`src/rtl/demo_rgb_panel_sweep.sv`:
```
// Test-pattern source: NPANELS palette panels over a ping-pong grey gradient, all on the pixel clock.
// Define DEMO_RGB_PANEL_BORDER_EN to draw a white one-pixel border around every panel.
module demo_rgb_panel_sweep #(
    parameter int COORDSPC    = 16,
    parameter int COLSPC      = 10,
    parameter int H_RES       = 640,
    parameter int V_RES       = 480,
    parameter int NPANELS     = 3,
    parameter int MARGIN_X    = 20,
    parameter int GAP_Y       = 20,
    parameter int BG_STEP     = 1,
    parameter int HOLD_FRAMES = 60
) (
    input  logic                       video_clk_pix,
    input  logic                       video_rst,
    input  logic                       video_enable,
    input  logic                       frame_start,
    input  logic                       line_start,
    input  logic signed [COORDSPC-1:0] sx,
    input  logic signed [COORDSPC-1:0] sy,
    output logic        [COLSPC-1:0]   red,
    output logic        [COLSPC-1:0]   green,
    output logic        [COLSPC-1:0]   blue,
    output logic                       de_out
);

    localparam int PH   = (V_RES - (NPANELS + 1) * GAP_Y) / NPANELS;
    localparam int X_LO = MARGIN_X + 1;
    localparam int X_HI = H_RES - 1 - MARGIN_X;
    localparam int HCW  = (HOLD_FRAMES > 1) ? $clog2(HOLD_FRAMES) : 1;

    localparam logic [COLSPC-1:0] CMAX      = '1;
    localparam logic [COLSPC-1:0] CZERO     = '0;
    localparam logic [COLSPC-1:0] CGREY     = CMAX >> 1;
    localparam logic [COLSPC-1:0] CSTEP     = COLSPC'(BG_STEP);
    localparam logic [HCW-1:0]    HOLD_LAST = HCW'(HOLD_FRAMES - 1);

    typedef struct packed {
        logic              down;
        logic [COLSPC-1:0] v;
    } pp_t;

    typedef enum logic {ST_HOLD, ST_ADVANCE} rot_state_e;

    // Saturating bounce between 0 and MAX; the value never wraps.
    function automatic pp_t pp_step(input pp_t cur);
        pp_t nxt;
        nxt = cur;
        if (!cur.down) begin
            if (cur.v >= CMAX - CSTEP) begin
                nxt.v    = CMAX;
                nxt.down = 1'b1;
            end else begin
                nxt.v = cur.v + CSTEP;
            end
        end else begin
            if (cur.v <= CSTEP) begin
                nxt.v    = CZERO;
                nxt.down = 1'b0;
            end else begin
                nxt.v = cur.v - CSTEP;
            end
        end
        return nxt;
    endfunction

    function automatic logic [3*COLSPC-1:0] palette(input logic [2:0] idx);
        case (idx)
            3'd0:    return {CMAX,  CZERO, CZERO};
            3'd1:    return {CZERO, CMAX,  CZERO};
            3'd2:    return {CZERO, CZERO, CMAX};
            3'd3:    return {CMAX,  CMAX,  CZERO};
            3'd4:    return {CZERO, CMAX,  CMAX};
            3'd5:    return {CMAX,  CZERO, CMAX};
            3'd6:    return {CMAX,  CMAX,  CMAX};
            default: return {CGREY, CGREY, CGREY};
        endcase
    endfunction

    logic [COLSPC-1:0] red_q, green_q, blue_q;
    logic              de_out_q;
    pp_t               bg_start_q, bg_start_d;
    pp_t               bg_line_q, bg_line_d;
    logic [HCW-1:0]    hold_cnt_q, hold_cnt_d;
    logic [2:0]        rot_q, rot_d;
    rot_state_e        state_q, state_d;

    int                sx_i, sy_i;
    logic              hit;
    logic [2:0]        hit_k;
    logic [2:0]        pal_idx;
    logic [3*COLSPC-1:0] rgb_d;
`ifdef DEMO_RGB_PANEL_BORDER_EN
    logic              on_border;
`endif

    // Panel hit test; panels never overlap, so at most one k matches.
    always_comb begin
        // NOTE: every comb output gets a default first so no path leaves it unassigned (no latch).
        sx_i  = int'(sx);
        sy_i  = int'(sy);
        hit   = 1'b0;
        hit_k = '0;
`ifdef DEMO_RGB_PANEL_BORDER_EN
        on_border = 1'b0;
`endif
        for (int k = 0; k < NPANELS; k++) begin
            if (sx_i >= X_LO && sx_i <= X_HI &&
                sy_i >= GAP_Y + k * (PH + GAP_Y) &&
                sy_i <= GAP_Y + k * (PH + GAP_Y) + PH - 1) begin
                hit   = 1'b1;
                hit_k = 3'(k);
`ifdef DEMO_RGB_PANEL_BORDER_EN
                on_border = (sx_i == X_LO) || (sx_i == X_HI) ||
                            (sy_i == GAP_Y + k * (PH + GAP_Y)) ||
                            (sy_i == GAP_Y + k * (PH + GAP_Y) + PH - 1);
`endif
            end
        end
    end

    always_comb begin
        pal_idx = hit_k + rot_q;
        rgb_d   = '0;
        if (video_enable) begin
            if (hit) begin
`ifdef DEMO_RGB_PANEL_BORDER_EN
                rgb_d = on_border ? {CMAX, CMAX, CMAX} : palette(pal_idx);
`else
                rgb_d = palette(pal_idx);
`endif
            end else begin
                rgb_d = {bg_line_q.v, bg_line_q.v, bg_line_q.v};
            end
        end
    end

    // Gradient and rotation next state. A line at sy==0 picks up the frame gradient as it
    // stood before any same-cycle frame_start step.
    always_comb begin
        bg_start_d = bg_start_q;
        bg_line_d  = bg_line_q;
        hold_cnt_d = hold_cnt_q;
        rot_d      = rot_q;
        state_d    = ST_HOLD;
        if (state_q == ST_ADVANCE) begin
            rot_d = rot_q + 3'd1;
        end
        if (frame_start) begin
            bg_start_d = pp_step(bg_start_q);
            if (hold_cnt_q == HOLD_LAST) begin
                hold_cnt_d = '0;
                state_d    = ST_ADVANCE;
            end else begin
                hold_cnt_d = hold_cnt_q + 1'b1;
            end
        end
        if (line_start) begin
            bg_line_d = (sy == '0) ? bg_start_q : pp_step(bg_line_q);
        end
    end

    always_ff @(posedge video_clk_pix) begin
        // NOTE: sequential state uses non-blocking assignments only; reset is tested first so it
        // overrides any strobe arriving in the same cycle.
        if (video_rst) begin
            red_q      <= '0;
            green_q    <= '0;
            blue_q     <= '0;
            de_out_q   <= 1'b0;
            bg_start_q <= '0;
            bg_line_q  <= '0;
            hold_cnt_q <= '0;
            rot_q      <= '0;
            state_q    <= ST_HOLD;
        end else begin
            {red_q, green_q, blue_q} <= rgb_d;
            de_out_q   <= video_enable;
            bg_start_q <= bg_start_d;
            bg_line_q  <= bg_line_d;
            hold_cnt_q <= hold_cnt_d;
            rot_q      <= rot_d;
            state_q    <= state_d;
        end
    end

    assign red    = red_q;
    assign green  = green_q;
    assign blue   = blue_q;
    assign de_out = de_out_q;

endmodule
```
`config.mk`:
```
export PLATFORM = sky130hd
export DESIGN_NAME = demo_rgb_panel_sweep
export DESIGN_NICKNAME = d
export VERILOG_FILES = /design/src/rtl/demo_rgb_panel_sweep.sv
export SDC_FILE = /design/constraint.sdc
export NUM_CORES = 1
export LEC_CHECK = 0
export BUFFER_PORTS_ARGS = -buffer_cell sky130_fd_sc_hd__buf_2
export CAP_MARGIN = 30
export CORE_ASPECT_RATIO = 1.75
export CORE_MARGIN = 4
export CORE_UTILIZATION = 50
export DETAILED_ROUTE_END_ITERATION = 10
export PLACE_DENSITY_LB_ADDON = 0.1
export SLEW_MARGIN = 10
export SYNTH_ARGS = -nofsm -noshare
export SYNTH_HDL_FRONTEND = slang
export SYNTH_SLANG_ARGS = --single-unit
```
`constraint.sdc`:
```
create_clock -name video_clk_pix -period 4.5 [get_ports video_clk_pix]
set_input_delay 0.675 -clock video_clk_pix [delete_from_list [all_inputs] [get_ports video_clk_pix]]
set_output_delay 0.675 -clock video_clk_pix [all_outputs]
set_load 0.03 [all_outputs]
```
==> results.md, run 1 <==
- Outcome: complete, no violations
- Fmax: 274 MHz
- Max Buffers Root-to-Sink: 2
- DRC: 0
- Worst Path Max Fanout: 9
- Ys async rst share: 0
- Data arrival, critical path: 3.92 ns
- Total CTS buffers: 9
- Gates resized, CTS repair: 0
- Total Routing Usage GR: 0.219
- Commonest non-fill, non-tap cell in the layout: buf_2
- Hold Buf Count CTS: 0
- Max-cap violations: 0
- IO Pins: 68
- Worst rel slew slack: 0.553
- Sequential fraction of the synthesis area: 0.333
- Diodes inserted: 0
- CP startpoint: sy[15]
- Setup bufs post-CTS: 0
- Grt ovf: 0
- WS Path Type: input pin to flop
- Die W: 73.8 um
- Layout cells sized above 1: 0.227
- Worst path top cell family by delay: simple AND/OR/NAND/NOR gates
- Syn Area/Cell: 8.21 um2
- Hold_sp: hold_cnt_q[5]
- Peak supply drop: 0.265 mV
- Seq cells post-synth: 63
- Die area: 0.00909 mm2
- Placed cell areas: 0.00410 mm2
- Design Area, Final: 0.00440 mm2
- Worst-Margin Slew: 0.669 ns
- Post-Syn Instances: 462
- DP Wirelength: 6.89 mm
- Pins Over Slew Limit: 0
- Tcrit/Tclk final: 0.811
- Routed Antenna Nets: 0
- Crit end category: flop
- Most frequent cells in the layout: buf_2, dfxtp_1, nor2_1
- Clock sinks: 63
- Setup-failing EPs final: 0
- IO buf count: 67
- Slowest stage delay, CP: 0.50 ns
- Pwr dens: 326 mW/mm2
- Area of the core: 0.00728 mm2
- Rows: 41
- DR WL/cell: 15.9 um
- Number of global-route vias before repair: 3422
- Initial DRC Count: 233
- Post-synth EDFFs: 0
- Clock latency at the later pin of the worst-skew pair: 0.33 ns
- Starting Density: 0.520
- Nets: 554
- Cells along the critical path: buf_2 -> or4_1 -> nor4_1 -> and3_1 -> and3_1 -> ha_1 -> inv_1 -> fa_1 -> xor2_1 -> xnor2_1 -> o21ai_0 -> nor4_4 -> a31o_2
- Worst hold-check path type: flop to flop
- Clock Tree Root: clkbuf_16
- RSZ-0062 raised after global routing: false
- Syn_nets: 511
- Crit path buffers/inverters: 2
- Fin Setup TNS: 0 ns
- Syn Std Cell Area: 0.00379 mm2
- Reg2reg start: bg_start_q[1]
- H-tree levels: 3
- Final hold vios: 0
- Routability cong.: 0.884
- Worst path slowest cell: or4_1
- CTS tree: built
- Layout area overhead: 16.0%
- Worst setup SP type: input pin
- Primary FF master, synth: dfxtp_1
- Final Skew: 0.00611 ns
- Largest net degree at the start of global routing: 26
- Initial antenna violation count: 0
- Number of fill cells: 652
- Post-synth cell types: 72
- Via Count: 3660
- DRT Pass-1 Iters: 6
- DRT Wirelength: 9.50 mm
- Reg clk slew, reported paths: 0.06 ns
- First-pass GRT wire length: 15.7 mm
- Syn. warnings: 0
- Static leakage: 1.71 nW
- Most used cell along the critical path: and3_1
- Die H: 123 um
- End-of-flow core utilization: 0.604
- CP required: 4.77 ns
- Final min period: 3.65 ns
- Drt via density: 6.14
-- where the power goes --
| group | total [mW] | leakage [nW] | internal [mW] | switching, mW |
|---|---|---|---|---|
| Sequential | 0.595 | 0.511 | 0.571 | 0.0246 |
| Combinational | 0.147 | 1.06 | 0.0594 | 0.0876 |
| Clock | 0.689 | 0.142 | 0.429 | 0.260 |
-- cell families (layout without fill, tap and decap cells) --
kind of cell               Yosys count  in the layout  synth area share
AOI/OAI and AO/OA                  160            160             0.306
xor gates and xnor gates            15             15            0.0347
adders and majority gates           12             12            0.0416
buffers and inverters               50             98            0.0525
DFF                                 63             63             0.333
muxes                                4              4            0.0109
and+or+nand+nor                    158            158             0.222
-- routing by layer --
metal	vias to the layer above	track usage	wire length, um
met5	-	0	0
met4	0	0.103	189
met3	18	0.0431	424
met2	112	0.395	5100
met1	1715	0.237	3780
li1	1815	-	-
-- cells in the mapped netlist (all sizes together) (9+ instances only) --
cell	number	area share
a31o	21	0.049
dfxtp	63	0.33
ha	11	0.036
o21ai	41	0.054
nand2	32	0.032
nand3	13	0.017
a21oi	21	0.028
nor2	41	0.041
nor4	12	0.032
clkbuf	33	0.033
nor3	17	0.022
o21a	10	0.020
nand4	9	0.015
inv	13	0.013
-- stage by stage --
stage                     hold WS, ns  cells  total power, mW  setup WS (ns)
after detailed placement        0.504    580            0.752          0.493
final                           0.524    596             1.43          0.851
after floorplan                 0.458    462            0.704          0.978
after global placement          0.470    580            0.749          0.580
after CTS                       0.512    596             1.44          0.817
after global routing            0.561    596             1.49          0.563
-- registers in the layout (all words and copies together), names as in the netlist --
name        cells
blue           10
hold_cnt_q      6
green          10
red            10
bg_start_q     11
bg_line_q      11
de_out          1
rot_q           3
state_q         1
-- worst reg2reg max path: cells and delay by family, from the launching register on --
family / cells / cell delay, ns
AOI/OAI and AO/OA: 4 / 0.89
adders and majority gates: 1 / 0.29
buffers and inverters: 1 / 0.17
DFF: 1 / 0.51
and+or+nand+nor: 2 / 0.59
-- worst paths after layout --
| kind | endpoint | slack, ns | cells past startpoint |
|---|---|---|---|
| worst max-delay path | red[5] | 0.85 | 13 |
| worst min-delay path | hold_cnt_q[5] | 0.52 | 2 |
| worst max register to register | bg_start_q[9] | 2.01 | 8 |
| worst min register to register | hold_cnt_q[5] | 0.52 | 2 |
-- area by class of cell --
type                            instances  area [um2]  share of cell area
Inverter                               13        48.8              0.0111
Tap cell                               86         108              0.0245
Multi-Input combinational cell        349        2330               0.530
Timing Repair Buffer                   69         350              0.0797
Sequential cell                        63        1260               0.287
Clock buffer                            9         225              0.0512
Clock inverter                          7        72.6              0.0165
Note: power is estimated with default switching activity, not from simulation.
==> run 2, diff against run 1 <==
ABC_AREA = 1   (was default)
clock period = 3 ns   (was 4.5 ns; I/O delays follow)
==> run 2 against run 1 <==
  * Sequential power rose by 47%
  * Cell count rose by 22%
  * Final area increased by 7.7%
  * Clock-buffer cell count rose by 2
  * Synthesized area increased by 7.6%
  * Utilization shrank 0.91 points
  * Flip-flop and latch count did not move
  * Sequential share of layout area decreased by 2.0 points
  * Die area is 6.9% higher
  * Clock power is 38% higher
  * Largest cell class unchanged
  * Global-route usage down 1.8 points
  * Critical path depth is 4 higher
==> results.md, run 2 <==
- Outcome: complete, no violations
- Met2 routed WL: 5.32 mm (+4.4%)
- Commonest non-fill, non-tap cell in the layout: nand2_1
- Final Skew: 0.00742 ns (+0.00131 ns)
- Tcrit/Tclk final: 0.870
- Worst Path Max Fanout: 9 (unchanged)
- Syn Std Cell Area: 0.00408 mm2 (+7.6%)
- Primary FF master, synth: dfxtp_1
- CP required: 3.20 ns (-1.57 ns)
- Clock sinks: 63 (unchanged)
- Peak supply drop: 0.272 mV (+2.7%)
- Fin Setup TNS: 0 ns (unchanged)
- IO Pins: 68 (unchanged)
- Placed cell areas: 0.00446 mm2 (+8.8%)
- Ys async rst share: 0 (unchanged)
- Crit path buffers/inverters: 2 (unchanged)
- H-tree levels: 3 (unchanged)
- Max-cap violations: 0 (unchanged)
- Nets: 682 (+23%)
- Post-Syn Instances: 569 (+23%)
- Rows: 43 (+4.9%)
- Slowest stage delay, CP: 0.39 ns (-0.11 ns)
- Reg-to-Reg End: bg_line_q[2]
- Metal-1 WL: 3.58 mm (-5.4%)
- First-pass GRT wire length: 15.9 mm (+1.3%)
- Final min period: 2.61 ns
- Largest net degree at the start of global routing: 32 (+23%)
- Worst setup SP type: input pin
- Pins Over Slew Limit: 0 (unchanged)
- Syn_nets: 618 (+21%)
- Hold_sp: line_start
- Setup-failing EPs final: 0 (unchanged)
- Max Buffers Root-to-Sink: 2 (unchanged)
- Fmax: 383 MHz
- DP Wirelength: 7.60 mm (+10%)
- Setup bufs post-CTS: 0 (unchanged)
- CP startpoint: sy[11]
- Worst path top cell family by delay: simple AND/OR/NAND/NOR gates
- Layout area overhead: 16.0% (about the same)
- Reg clk slew, reported paths: 0.06 ns (about the same)
- Cells along the critical path: buf_2 -> nor2_1 -> nand2_1 -> nor2_2 -> nand3b_1 -> nand3_2 -> nand2_1 -> nor2_1 -> ha_1 -> inv_1 -> fa_1 -> xor2_2 -> xor2_2 -> xnor2_1 -> o21ai_2 -> nand2_4 -> a21oi_1
- Final hold vios: 0 (unchanged)
- Diodes inserted: 0 (unchanged)
- DR WL met3: 439 um (+3.5%)
- Worst rel slew slack: 0.669 (+0.116)
- Syn. warnings: 0 (unchanged)
- Seq cells post-synth: 63 (unchanged)
- CP Depth: 17 (+4)
- CTS tree: built
- Number of global-route vias before repair: 3654 (+6.8%)
- Die W: 76.3 um (+3.3%)
- Data arrival, critical path: 2.81 ns (-1.11 ns)
- Most frequent cells in the layout: nand2_1, nor2_1, buf_2
- Die area: 0.00972 mm2 (+6.9%)
- Via Count: 3835 (+4.8%)
- Top routing layer used: met4
- Sequential fraction of the synthesis area: 0.309 (-0.0235)
- Biggest regs: bg_line_q: 11 flops, bg_start_q: 11 flops
- Gates resized, CTS repair: 0 (unchanged)
- Worst path slowest cell: fa_1
- DR WL/cell: 13.3 um (-16%)
- Clock Tree Root: clkbuf_16
- RSZ-0062 raised after global routing: false
- Die H: 127 um (+3.5%)
- Worst hold-check path type: input pin to flop
- Synth area leader: dfxtp_1
- Drt via density: 5.28 (-14%)
- Starting Density: 0.512 (-0.00818)
- Clock latency at the later pin of the worst-skew pair: 0.33 ns (about the same)
- R2R Setup Slk: 0.85 ns (-1.16 ns)
- Initial antenna violation count: 0 (unchanged)
- Routability cong.: 0.930 (+5.2%)
- Crit end category: flop
- Syn Area/Cell: 7.17 um2 (-13%)
- DRC: 0 (unchanged)
- Area of the core: 0.00796 mm2 (+9.3%)
- Design Area, Final: 0.00473 mm2 (+7.7%)
- Post-synth cell types: 44 (-39%)
- Post-synth EDFFs: 0 (unchanged)
- Routed Antenna Nets: 0 (unchanged)
- Area share of the largest cell type after synthesis: 0.309 (-0.0235)
- Initial DRC Count: 128 (-45%)
- R2R depth: 9 (+1)
- Worst-Margin Slew: 0.495 ns (-0.174 ns)
- Static leakage: 2.07 nW (+21%)
- DRT Wirelength: 9.68 mm (+1.9%)
- Total CTS buffers: 9 (unchanged)
- Hold Buf Count CTS: 0 (unchanged)
- Most area-consuming cells after synthesis: dfxtp_1, nand2_1, a21oi_1
- Pwr dens: 435 mW/mm2 (+34%)
- Synth top cells by count: nand2_1, nor2_1, dfxtp_1
- Total Routing Usage GR: 0.200 (-0.0185)
- Reg2reg start: bg_line_q[0]
- Layout cells sized above 1: 0.217 (-0.0108)
- CP endpoint: red[5]
- WS Path Type: input pin to flop
- DRT Pass-1 Iters: 4 (-2)
- Grt ovf: 0 (unchanged)
- IO buf count: 67 (unchanged)
- Top-count cell post-synth: nand2_1
- Number of fill cells: 762 (+17%)
[run 2: per-layer routing]
layer / vias to the layer above / GRT usage
li1: 2005 / -
met1: 1709 / 0.190
met2: 97 / 0.389
met3: 24 / 0.0381
met4: 0 / 0.124
met5: - / 0
[run 2: cells by family after synthesis]
logic type      synth area share
simple gates               0.342
compound gates             0.164
buf+inv                   0.0923
flops                      0.309
xor+xnor                  0.0531
fa+ha+maj                 0.0387
[run 2: cell type report]
| type | instances | area, um2 | share of cell area |
|---|---|---|---|
| clock buffer | 11 | 243 | 0.0513 |
| sequential | 63 | 1260 | 0.266 |
| tap | 90 | 113 | 0.0238 |
| clock inverter | 4 | 32.5 | 0.00687 |
| multi-input combinational | 417 | 2440 | 0.516 |
| timing repair buffer | 74 | 388 | 0.0819 |
| inverter | 68 | 255 | 0.0539 |
[run 2: worst min path at each step]
stage	end	slack [ns]	depth (start not counted)
finish	bg_line_q[10]	0.49	3
global route	bg_line_q[1]	0.52	3
CTS	bg_line_q[10]	0.49	3
detailed placement	rot_q[2]	0.49	2
global placement	hold_cnt_q[0]	0.48	2
floorplan	hold_cnt_q[0]	0.47	2
[run 2: worst reg2reg max path, stage by stage, from the launching register on]
cell and delay, ns:
dfxtp_1 0.50, inv_1 0.19, ha_1 0.28, o21ai_0 0.24
nor3_2 0.09, nor2_2 0.36, nand2_1 0.11, nand3_1 0.11
o211ai_1 0.09, a21oi_1 0.13
[run 2: power breakdown]
part	internal (mW)	leakage [nW]	total, mW	switching, mW
Clock	0.579	0.128	0.950	0.371
Combinational	0.0868	1.44	0.237	0.150
Sequential	0.853	0.510	0.873	0.0208
[run 2: through the flow]
step           cells  setup WS (ns)   util  total power, mW  hold WS, ns
3_3_place_gp     712          0.121  0.560             1.12        0.483
2_1_floorplan    569          0.242      -             1.05        0.467
6_report         727          0.391  0.594             2.06        0.490
3_5_place_dp     712         0.0294  0.560             1.13        0.493
4_1_cts          727          0.380  0.594             2.08        0.486
5_1_grt          727         0.0699  0.594             2.15        0.520
==> run 3, diff against run 2 <==
ABC_AREA = default   (was 1)
==> run 3 against run 2 <==
  * Critical path depth decreased by 3
  * Die area decreased by 6.5%
  * Combinational power increased by 7%
  * Global-route usage increased by 2.7 points
  * Register-to-register slack got worse by 0.41 ns
  * Final area decreased by 0.61%
  * Utilization increased by 5.1 points
  * First-iteration DRC count increased by 61%
  * Non-clock buffer count increased by 25
  * Largest cell class unchanged
==> results.md, run 3 (synthesis gave the netlist of run 1 again) <==
- Outcome: complete, no violations
- Placed cell areas: 0.00436 mm2 (-2.1%)
- Worst hold-check path type: input pin to flop
- First-pass GRT wire length: 16.2 mm (+1.6%)
- IO Pins: 68 (unchanged)
- Biggest regs: bg_line_q: 11 flops, bg_start_q: 11 flops
- H-tree levels: 3 (unchanged)
- Layout cells sized above 1: 0.299 (+0.0828)
- Static leakage: 1.86 nW (-10%)
- Hold Buf Count CTS: 0 (unchanged)
- Area of the core: 0.00728 mm2 (-8.5%)
- CP required: 3.22 ns (+0.02 ns)
- Pins Over Slew Limit: 0 (unchanged)
- Grt ovf: 0 (unchanged)
- Total CTS buffers: 9 (unchanged)
- DRT Wirelength: 10.3 mm (+7.0%)
- Layout area overhead: 24.1%
- CTS tree: built
- Design Area, Final: 0.00470 mm2 (-0.61%)
- PnR worst setup slack: 0.0856 ns (-0.305 ns)
- Die area: 0.00909 mm2 (-6.5%)
- Die W: 73.8 um (-3.2%)
- Clock latency at the later pin of the worst-skew pair: 0.34 ns (about the same)
- Final Skew: 0.00889 ns (+0.00146 ns)
- Pwr dens: 448 mW/mm2 (+3.0%)
- Peak supply drop: 0.397 mV (+46%)
- Routed Antenna Nets: 0 (unchanged)
- Nets: 585 (-14%)
- Crit end category: flop
- Place WS: -0.432 ns (-0.462 ns)
- Commonest non-fill, non-tap cell in the layout: buf_2
- Via Count: 3823 (-0.31%)
- Total Routing Usage GR: 0.228 (+0.0274)
- Tcrit/Tclk final: 0.971 (+0.102)
- DRT Pass-1 Iters: 5 (+1)
- Initial DRC Count: 206 (+61%)
- Max-cap violations: 0 (unchanged)
- End-of-flow core utilization: 0.646 (+0.0514)
- Clock sinks: 63 (unchanged)
- Worst setup SP type: input pin
- Diodes inserted: 0 (unchanged)
- IO buf count: 67 (unchanged)
- Die H: 123 um (-3.4%)
- Rows: 41 (-4.7%)
- Final hold vios: 0 (unchanged)
- Worst Path Max Fanout: 9 (unchanged)
- Clock Tree Root: clkbuf_16
- Number of global-route vias before repair: 3457 (-5.4%)
- Initial antenna violation count: 0 (unchanged)
- Setup-failing EPs final: 0 (unchanged)
- Max Buffers Root-to-Sink: 2 (unchanged)
- DP Wirelength: 7.47 mm (-1.8%)
- Most frequent cells in the layout: buf_2, dfxtp_1, nor2_1
- DRC: 0 (unchanged)
- Routability cong.: 0.903 (-3.0%)
- Power, Total: 2.11 mW (+2.4%)
- Worst rel slew slack: 0.526 (-0.143)
- Starting Density: 0.520 (+0.00818)
- Drt via density: 6.10 (+16%)
- Fmax: 343 MHz (-10%)
- DR WL/cell: 16.5 um (+24%)
- WS Path Type: input pin to flop
- Largest net degree at the start of global routing: 25 (-22%)
- Data arrival, critical path: 3.14 ns (+0.33 ns)
- Worst-Margin Slew: 0.693 ns (+0.197 ns)
- Final min period: 2.91 ns (+0.305 ns)
- Reg clk slew, reported paths: 0.05 ns (about the same)
==> run 3: area by class of cell <==
| cell class | instances | area, um2 |
|---|---|---|
| Clock inverter | 6 | 46.3 |
| Inverter | 13 | 48.8 |
| Tap cell | 86 | 108 |
| Multi-Input combinational cell | 350 | 2420 |
| Clock buffer | 10 | 239 |
| Fill cell | 645 | 2580 |
| Sequential cell | 63 | 1260 |
| Timing Repair Buffer | 99 | 581 |
==> run 3: path summary, 6_finish.rpt <==
check / from / endpoint / slack, ns / depth (start not counted)
worst min register to register: hold_cnt_q[5] / hold_cnt_q[5] / 0.50 / 2
worst max register to register: bg_line_q[1] / bg_line_q[9] / 0.44 / 8
worst max-delay path: sy[15] / red[1] / 0.09 / 14
worst min-delay path: video_rst / bg_start_q[7] / 0.45 / 3
==> run 3: timing repair <==
action,4_1_cts,5_1_grt
setup endpoints to repair,9,22
buffers inserted,1,4
gates cloned,0,1
resized for setup,0,4
pin swaps,2,3
==> run 3: layer usage <==
metal  GRT usage  vias to the layer above  share of wire
li1            -                     1880              -
met1       0.246                     1777           0.37
met2       0.404                      139           0.54
met3      0.0448                       27          0.058
met4       0.122                        0          0.034
met5           0                        -              0
==> run 3: worst max-delay path: stages <==
cell,delay (ns)
buf_2,0.12
or4_4,0.52
nor4_4,0.16
and3_4,0.23
and3_4,0.19
ha_4,0.12
inv_2,0.03
fa_2,0.36
xor2_2,0.21
xnor2_2,0.15
o21ai_2,0.17
nor4_4,0.05
buf_6,0.15
a31o_2,0.20
==> run 3: stage by stage <==
step / instances / hold slack [ns] / setup TNS, ns
after floorplan: 462 / 0.458 / -1.31
after global placement: 605 / 0.473 / -7.04
after detailed placement: 606 / 0.490 / -8.06
after CTS: 623 / 0.444 / 0
after global routing: 627 / 0.465 / -0.00708
final: 627 / 0.451 / 0
==> run 3: report_power, final <==
part / switching (mW) / internal, mW / leakage, nW
Clock: 0.385 / 0.583 / 0.135
Sequential: 0.0324 / 0.856 / 0.511
Combinational: 0.145 / 0.108 / 1.22
Total: 0.562 / 1.55 / 1.86
